===== config.mk =====
export PLATFORM = sky130hd
export DESIGN_NAME = sram_port_arbiter
export DESIGN_NICKNAME = d
export VERILOG_FILES = /design/src/rtl/sram_port_arbiter.sv
export SDC_FILE = /design/constraint.sdc
export NUM_CORES = 1
export LEC_CHECK = 0
export CAP_MARGIN = 25
export CORE_MARGIN = 2
export CORE_UTILIZATION = 41
export DETAILED_ROUTE_END_ITERATION = 12
export GPL_ROUTABILITY_DRIVEN = 0
export PLACE_DENSITY = 0.92
export RECOVER_POWER = 100
export SLEW_MARGIN = 20
export SYNTH_ARGS = -nofsm -noshare
export SYNTH_HDL_FRONTEND = slang
export SYNTH_SLANG_ARGS = --single-unit

===== constraint.sdc =====
create_clock -name wb_clk_i -period 2.5 [get_ports wb_clk_i]
set_input_delay 0.25 -clock wb_clk_i [delete_from_list [all_inputs] [get_ports wb_clk_i]]
set_output_delay 0.25 -clock wb_clk_i [all_outputs]
set_load 0.02 [all_outputs]

===== src/rtl/sram_port_arbiter.sv =====
// sram_port_arbiter: round-robin sharing of one OpenRAM RW port between Wishbone and a test port
module sram_port_arbiter #(
    parameter int          ADDR_W    = 8,
    parameter int          DATA_W    = 32,
    parameter logic [31:0] BASE_ADDR = 32'h3000_0000,
    parameter logic [31:0] ADDR_MASK = 32'hFFFF_FC00
) (
    input  logic                wb_clk_i,
    input  logic                wb_rst_ni,
    input  logic                wbs_cyc_i,
    input  logic                wbs_stb_i,
    input  logic                wbs_we_i,
    input  logic [3:0]          wbs_sel_i,
    input  logic [31:0]         wbs_adr_i,
    input  logic [31:0]         wbs_dat_i,
    output logic                wbs_ack_o,
    output logic [31:0]         wbs_dat_o,
    input  logic                tst_req_i,
    input  logic                tst_we_i,
    input  logic [DATA_W/8-1:0] tst_wmask_i,
    input  logic [ADDR_W-1:0]   tst_addr_i,
    input  logic [DATA_W-1:0]   tst_wdata_i,
    output logic                tst_gnt_o,
    output logic                tst_rvalid_o,
    output logic [DATA_W-1:0]   tst_rdata_o,
    output logic                sram_csb0_o,
    output logic                sram_web0_o,
    output logic [DATA_W/8-1:0] sram_wmask0_o,
    output logic [ADDR_W-1:0]   sram_addr0_o,
    output logic [DATA_W-1:0]   sram_din0_o,
    input  logic [DATA_W-1:0]   sram_dout0_i,
    output logic                busy_o
);
    typedef enum logic [1:0] {IDLE, CMD, DATA, RESP} state_t;
    state_t state, state_nx;
    logic wb_hit, start, grant_tst, owner_tst, last_tst, we_q, ack_q;
    logic [31:0] wb_rdata;
    assign wb_hit    = wbs_cyc_i & wbs_stb_i & ((wbs_adr_i & ADDR_MASK) == BASE_ADDR);
    assign grant_tst = tst_req_i & (~wb_hit | ~last_tst);
    assign start     = (state == IDLE) & (wb_hit | tst_req_i);
    assign busy_o    = state != IDLE;
    assign wbs_ack_o = ack_q & wbs_cyc_i;
    assign wbs_dat_o = wbs_ack_o ? wb_rdata : 32'h0;
    always_comb begin
        state_nx = state == IDLE ? (start ? CMD : IDLE) :
                   state == CMD  ? DATA :
                   state == DATA ? RESP : IDLE;
    end
    always_ff @(posedge wb_clk_i or negedge wb_rst_ni) begin
        if (!wb_rst_ni) state <= IDLE;
        else            state <= state_nx;
    end
    always_ff @(posedge wb_clk_i or negedge wb_rst_ni) begin
        if (!wb_rst_ni) begin
            sram_csb0_o   <= 1'b1;
            sram_web0_o   <= 1'b1;
            sram_wmask0_o <= '0;
            sram_addr0_o  <= '0;
            sram_din0_o   <= '0;
            owner_tst     <= 1'b0;
            last_tst      <= 1'b1;
            we_q          <= 1'b0;
            ack_q         <= 1'b0;
            tst_gnt_o     <= 1'b0;
            tst_rvalid_o  <= 1'b0;
            tst_rdata_o   <= '0;
            wb_rdata      <= '0;
        end else begin
            sram_csb0_o  <= ~start;
            sram_web0_o  <= start ? ~(grant_tst ? tst_we_i : wbs_we_i) : 1'b1;
            tst_gnt_o    <= start & grant_tst;
            ack_q        <= (state == DATA) & ~owner_tst;
            tst_rvalid_o <= (state == DATA) & owner_tst;
            if (start) begin
                sram_wmask0_o <= grant_tst ? tst_wmask_i : wbs_sel_i;
                sram_addr0_o  <= grant_tst ? tst_addr_i : wbs_adr_i[ADDR_W+1:2];
                sram_din0_o   <= grant_tst ? tst_wdata_i : wbs_dat_i;
                we_q          <= grant_tst ? tst_we_i : wbs_we_i;
                owner_tst     <= grant_tst;
                last_tst      <= grant_tst;
            end
            if (state == DATA && !owner_tst) wb_rdata <= we_q ? 32'h0 : sram_dout0_i;
            if (state == DATA && owner_tst && !we_q) tst_rdata_o <= sram_dout0_i;
        end
    end
endmodule


# Word-level counts from Yosys, hierarchy flattened
# Index checks and enable logic that the tools add are counted.
[word_totals]
reg_bits = 118
output_inout_bits = 114
in_bits = 151
word_cells = 50
[op_classes]
n_eq_ne = 3
n_bitwise = 15
reduce_logical = 7
mux = 11
[ops]
columns = ["op", "count"]
rows = [
  ["2-to-1 mux 32 bit", 3],
  ["equality test 22 x 20 -> 1 bit, second input constant", 1],
  ["bitwise AND 1 bit", 8],
  ["2-to-1 mux 8 bit", 1],
  ["2-to-1 mux 2 bit", 3],
  ["NOT 1 bit", 5],
  ["2-to-1 mux 4 bit", 1],
  ["logical AND 1 bit", 3],
  ["2-to-1 mux 1 bit", 3],
  ["equality test 2 x 1 -> 1 bit, second input constant", 1],
  ["equality test 2 bit, second input constant", 1],
  ["zero test 1 bit", 2],
  ["zero test 2 bit", 1],
  ["bitwise OR 1 bit", 2],
  ["nonzero test 2 bit", 1],
]

# Longest topological paths before layout
# Gate-level depths: netlist of the first run.
[logic_depth]
word_depth = 8
depth_mapped = 9

# Worst setup path before layout of the first run
# No wires, ideal clock.
[synth_path]
path_kind = "register -> register"
start = "register state[1]"
end = "register tst_rdata_o[0]"
t_arrival_ps = 1643
path_slack_ps = 733
stages_incl_launch_ff = 7
t_required_ps = 2375
setup_ps = 125
path_cell_list = "dfrtp_1 -> ha_1 -> and2_1 -> nand2b_1 -> clkbuf_1 -> buf_1 -> mux2_2"
[synth_via]
elab_chain_cells = 3
[synth_lines]
columns = ["item", "line_no", "rtl"]
rows = [
  ["start: declaration", "35", "state_t state, state_nx;"],
  ["start signal: assignment", "51", "else state <= state_nx;"],
  ["equality test 2 bit", "83", "if (state == DATA && owner_tst && !we_q) tst_rdata_o <= sram_dout0_i;"],
  ["logical AND 1 bit (2 in a row)", "83", ""],
  ["end signal: assignment", "83", ""],
  ["end: declaration", "25", "output logic [DATA_W-1:0] tst_rdata_o,"],
]
# Every way passes these cells.
# A chain may end at the register's enable or synchronous reset.

# Worst setup path after layout of the first run
[layout_path]
start = "input wbs_cyc_i"
end = "output wbs_dat_o[17]"
[layout_via]
elab_chain_cells = 2
[layout_lines]
columns = ["item", "line_no", "rtl"]
rows = [
  ["start: declaration", "10", "input logic wbs_cyc_i,"],
  ["bitwise AND 1 bit", "42", "assign wbs_ack_o = ack_q & wbs_cyc_i;"],
  ["2-to-1 mux 32 bit", "43", "assign wbs_dat_o = wbs_ack_o ? wb_rdata : 32'h0;"],
  ["end: declaration", "17", "output logic [31:0] wbs_dat_o,"],
]
# Every way passes these cells.

==> metrics.cfg, run 1 <==
[outcome]
status = complete, no violations

[sta]
max_slew.worst_pin.slew_ns = 1.26
fin_crit_sh = 0.911
clock.fmax_mhz = 439
finClkSkew_ns = 0.00850
setup_viol = 0
grt_setup_unrepaired = no
maxSlewHeadroom = 0.162
drv_slew = 0
fin_tns_setup_ns = 0
period_needed_ns = 2.28
hold_viol = 0

[logic_synthesis]
synth_commonest_cells = dfrtp_1, o21bai_1, o221a_2
synth_area_um2 = 5300
synth.most_common_cell = dfrtp_1
yosys-top-cells-area = dfrtp_1, o221a_2, mux2_2
synth.avg_cell_area_um2 = 11.9
synth.distinct_cells = 34
synth_edf_count = 0
ys_seq_elements = 118
synthArstFlopShare = 1.00
yosys.area.top_type = dfrtp_1
yosysTopAreaCellShare = 0.543
syn_inst = 446
synthFlopType = dfrtp_1
syn_nets = 600
synth_seq_area_share = 0.558
ys.warnings.count = 0

[setup_path]
crit_fanout = 33
max_stage_delay_ns = 0.69
worstPathArrival_ns = 2.03
cp_data_required_time_ns = 2.25
startpoint_type = input pin
endpoint_kind = primary output
crit_chain = clkdlybuf4s50_1 -> buf_4 -> and3_1 -> dlygate4sd3_1
worst_path_max_delay_cell = dlygate4sd3_1
critPathKind = in2out

[detailed_routing]
vias = 4687
wire_per_inst_um = 18.7
antenna_left = 0
drt-met1-wl_um = 6400
wl_met2_um = 8430
routed_wl_um = 16500
drc_errors = 0
dr_wl_met3_um = 1330
routed.top_layer = met4
drtIter0Drc = 421
via_per_inst = 5.29
firstDrtPassIters = 5

[global_route]
grt_usage = 0.243
grt_pass1_vias = 5069
grt_max_degree = 66
overflow = 0
antenna_found_initial = 0
grt_first_pass_wirelength_um = 26700

[cts]
numCtsBuffers = 17
clk-insertion-delay-late_ns = 0.40
clockBufferDepth = 2
cts_tree = yes
post_cts_resize_count = 0
cts-root-buf = clkbuf_16
numClockSinks = 118
post_cts_buffers = 0
clkTransAtPathRegs_ns = 0.05
hold_buffers = 1
htreeDepth = 4

[final_layout]
drive_gt1_frac = 0.172
stdcell_count = 886
antenna_cells = 0
area_growth_pct = 65.0
nNetsFinal = 855

[floorplanning]
die_x_um = 118
initial_core_util = 0.420
ios = 265
die_h_um = 118
core-area_um2 = 12600
rows = 41
die_area_um2 = 13800

[place]
dp.final_hpwl_um = 11900
portBuffers = 262
placed_cells = 853

[power_and_ir_drop]
power.total_mw = 10.4
power.density_nw_per_um2 = 1200
ir_worst_vdd_v = 0.000679
leakage_nw = 3.76

[job]
maxCapViolations = 0

[min_path]
hold_class = in2reg

==> metrics by stage <==
stage | instance area (um2) | setup slack [ns] | hold slack [ns] | util
finish | 8740 | 0.223 | 0.443 | 0.693
global route | 8740 | 0.171 | 0.451 | 0.693
CTS | 8760 | 0.298 | 0.426 | 0.694
detailed placement | 8140 | 0.0732 | 0.313 | 0.645
global placement | 8110 | -0.0116 | 0.315 | 0.643
floorplan | 5300 | 0.733 | -0.0456 | -
==> registers in the layout (all words and copies together), names as in the netlist <==
signal / cells
sram_web0_o: 1
sram_csb0_o: 1
tst_gnt_o: 1
sram_din0_o: 32
sram_addr0_o: 8
tst_rdata_o: 32
state: 2
tst_rvalid_o: 1
owner_tst: 1
wb_rdata: 32
sram_wmask0_o: 4
ack_q: 1
last_tst: 1
we_q: 1
==> final cells by class <==
type	instances	area [um2]
Fill cell	884	3880
Sequential cell	118	2960
Timing Repair Buffer	274	2760
Multi-Input combinational cell	283	2170
Clock buffer	20	437
Tap cell	172	215
Clock inverter	12	179
Inverter	7	26.3
==> metal layers <==
layer  global-route usage  vias up
li1                     -     2148
met1                0.277     2285
met2                0.419      230
met3               0.0858       24
met4               0.0911        0
met5                    0        -
==> critical path, delay by kind of cell <==
| kind | cells | cell delay, ns |
|---|---|---|
| buffers and inverters | 3 | 1.53 |
| and+or+nand+nor | 1 | 0.23 |
==> cell families after synthesis <==
kind of cell,Yosys count,share of synthesized area
compound gates,131,0.199
flops,118,0.558
simple gates,116,0.128
buf+inv,45,0.0371
mux,33,0.0699
fa+ha+maj,3,0.00709
==> where the power goes <==
| part | total, mW | switching, mW | internal [mW] |
|---|---|---|---|
| logic | 4.65 | 2.36 | 2.29 |
| clock network | 2.52 | 0.852 | 1.67 |
| registers | 3.28 | 0.458 | 2.82 |
| total | 10.4 | 3.67 | 6.78 |
==> cell usage in the layout, fill, tap and decap left out, types with 3 or more instances in the layout <==
master and count:
and3_1 32, buf_12 3, buf_4 4, bufinv_16 4, clkbuf_1 3, clkbuf_16 17, clkbuf_2 4, clkdlybuf4s50_1 148
clkinv_4 3, clkinvlp_4 3, dfrtp_1 115, dfstp_2 3, dlygate4sd3_1 114, ha_1 3, inv_1 6, mux2_2 31
nand2_1 33, nand2b_1 33, nor4_1 3, nor4bb_1 3, o21ai_0 36, o21bai_1 44, o221a_1 4, o221a_2 40
==> path summary, 6_finish.rpt <==
path / startpoint / cells past startpoint / endpoint / slack, ns
max: wbs_cyc_i / 4 / wbs_dat_o[17] / 0.22
min reg2reg: wb_rdata[2] / 2 / wb_rdata[2] / 0.47
max in group asynchronous: wb_rst_ni / 3 / tst_rdata_o[16] / 0.68
max reg2reg: state[1] / 5 / tst_rdata_o[29] / 0.44
min: sram_dout0_i[4] / 3 / wb_rdata[4] / 0.44
min in group asynchronous: wb_rst_ni / 2 / wb_rdata[3] / 0.67
Note: power is estimated with default switching activity, not from simulation.
==> inputs of run 2 (changes only) <==
==> constraint.sdc (replaced) <==
create_clock -name wb_clk_i -period 2.15 [get_ports wb_clk_i]
set_input_delay 0.215 -clock wb_clk_i [delete_from_list [all_inputs] [get_ports wb_clk_i]]
set_output_delay 0.215 -clock wb_clk_i [all_outputs]
set_load 0.02 [all_outputs]
==> run 2 against run 1 <==
Combinational power rose by 18%. Via count grew 1.2%. Clock power is 11% higher. Sequential power grew 17%. Sequential cell count unchanged. Critical path depth is the same. Global-route usage is 0.13 points higher. Critical path type unchanged.
==> metrics.cfg, run 2 (synthesis gave the netlist of run 1 again) <==
[outcome]
status = complete, no violations

[floorplanning]
rows = 41
core-area_um2 = 12600
die_h_um = 118
die_area_um2 = 13800
die_x_um = 118
ios = 265
initial_core_util = 0.420

[sta]
max_slew.worst_pin.slew_ns = 1.20
period_needed_ns = 2.10
hold_viol = 0
clock.fmax_mhz = 476
fin_crit_sh = 0.978
finClkSkew_ns = 0.0159
setup_viol = 0
drv_slew = 0
maxSlewHeadroom = 0.203
fin_tns_setup_ns = 0

[power_and_ir_drop]
p_switching_mw = 4.24
power.density_nw_per_um2 = 1390
power_frac_seq = 0.317
ir_worst_vdd_v = 0.000699
leakage_nw = 3.65
power_frac_clock = 0.231
power.share.switching = 0.351
combPwrFrac = 0.453
internal-power_mw = 7.85

[setup_path]
r2r_cells = 5
worstReg2RegStart = state[0]
r2r_setup_slack_ns = 0.25
startpoint_type = input pin
rr_endpoint = wb_rdata[6]
crit_fanout = 30
worstPathArrival_ns = 1.89
endpoint_kind = primary output
critPathKind = in2out
cp_data_required_time_ns = 1.93

[cts]
numCtsBuffers = 17
numClockSinks = 118
clockBufferDepth = 2
htreeDepth = 4
cts-root-buf = clkbuf_16
clkTransAtPathRegs_ns = 0.05
clk-insertion-delay-late_ns = 0.41
cts_tree = yes

[job]
maxCapViolations = 0

[min_path]
hold_class = in2reg
hold-path-endpoint = wb_rdata[26]
hold_depth = 3
min-delay-start = sram_dout0_i[26]

[detailed_routing]
via_per_inst = 5.35
vias = 4744
drtIter0Drc = 432
antenna_left = 0
routed_wl_um = 16700
firstDrtPassIters = 6
wire_per_inst_um = 18.8
drc_errors = 0

[global_route]
antenna_found_initial = 0
overflow = 0
grt_max_degree = 72
grt_first_pass_wirelength_um = 26500
grt_pass1_vias = 5094
grt_usage = 0.244

[final_layout]
nFillCells = 902
layout_common_cells = clkdlybuf4s50_1, dfrtp_1, dlygate4sd3_1
top_regs = sram_din0_o x32, tst_rdata_o x32, wb_rdata x32
nNetsFinal = 858
antenna_cells = 0
final_util = 0.690
final_common_cell = clkdlybuf4s50_1
drive_gt1_frac = 0.175
area_growth_pct = 64.5

[place]
portBuffers = 262
dp.final_hpwl_um = 12100

[run 2: cell types whose count changed in the layout (fill, tap and decap cells not counted), moves of 2 or more]
cell             delta
dlygate4sd3_1      -33
clkdlybuf4s50_1    +31
clkbuf_4            +3
clkinv_2            +3
clkbuf_2            -2
clkbuf_8            +2
clkinv_4            -2
clkinvlp_4          -2
[run 2: worst max-delay path: stages]
cell and delay, ns:
clkdlybuf4s50_1 0.62, buf_8 0.23, and3_1 0.20, clkdlybuf4s50_1 0.61
[run 2: what timing repair did]
action                                  4_1_cts  5_1_grt
hold endpoints to repair                    115        0
pin swaps                                     0        0
endpoints found under the setup margin        2        8
cloned                                        0        0
gates resized for setup                       1        4
hold buffers                                  1        0
setup buffers                                 0        0
[run 2: worst max-delay path by stage]
stage | slack, ns | cells after the start | startpoint | to
6_report | 0.05 | 4 | wbs_cyc_i | wbs_dat_o[17]
5_1_grt | -0.006 | 3 | ack_q | wbs_dat_o[4]
4_1_cts | 0.04 | 4 | wbs_cyc_i | wbs_dat_o[2]
3_5_place_dp | -0.20 | 7 | wbs_cyc_i | sram_din0_o[6]
3_3_place_gp | -0.11 | 7 | wbs_cyc_i | sram_din0_o[12]
2_1_floorplan | 0.38 | 6 | state[1] | tst_rdata_o[0]
[run 2: stage by stage]
stage	setup WS, ns	cells	cell area [um2]	hold slack, ns	total power, mW
3_5_place_dp	-0.203	856	8180	0.233	9.67
4_1_cts	0.0362	886	8770	0.359	12.5
5_1_grt	-0.00634	886	8710	0.433	12.7
2_1_floorplan	0.383	446	5300	-0.0806	6.95
6_report	0.0474	886	8710	0.412	12.1
3_3_place_gp	-0.112	856	8180	0.223	9.38
[run 2: layout make-up]
type,instances,area (um2),area share
clock buffers,19,453,0.0520
clock inverters,10,131,0.0151
inverters,7,26.3,0.00302
multi-input cells,283,2170,0.249
flip-flops and latches,118,2960,0.339
well taps,172,215,0.0247
repair buffers,277,2760,0.317
[run 2: per-layer routing]
metal | track usage | share of wire | up-vias
met2 | 0.430 | 0.51 | 232
met3 | 0.0916 | 0.085 | 33
met1 | 0.267 | 0.38 | 2323
met4 | 0.0896 | 0.026 | 0
met5 | 0 | 0 | -
li1 | - | - | 2156
[run 2: power by group through the flow]
stage / clock, mW / sequential [mW] / combinational, mW
after global routing: 2.95 / 3.94 / 5.85
after floorplan: 0 / 4.65 / 2.30
after global placement: 0 / 3.79 / 5.59
after detailed placement: 0 / 3.85 / 5.82
after CTS: 2.84 / 3.86 / 5.84
final: 2.79 / 3.83 / 5.47
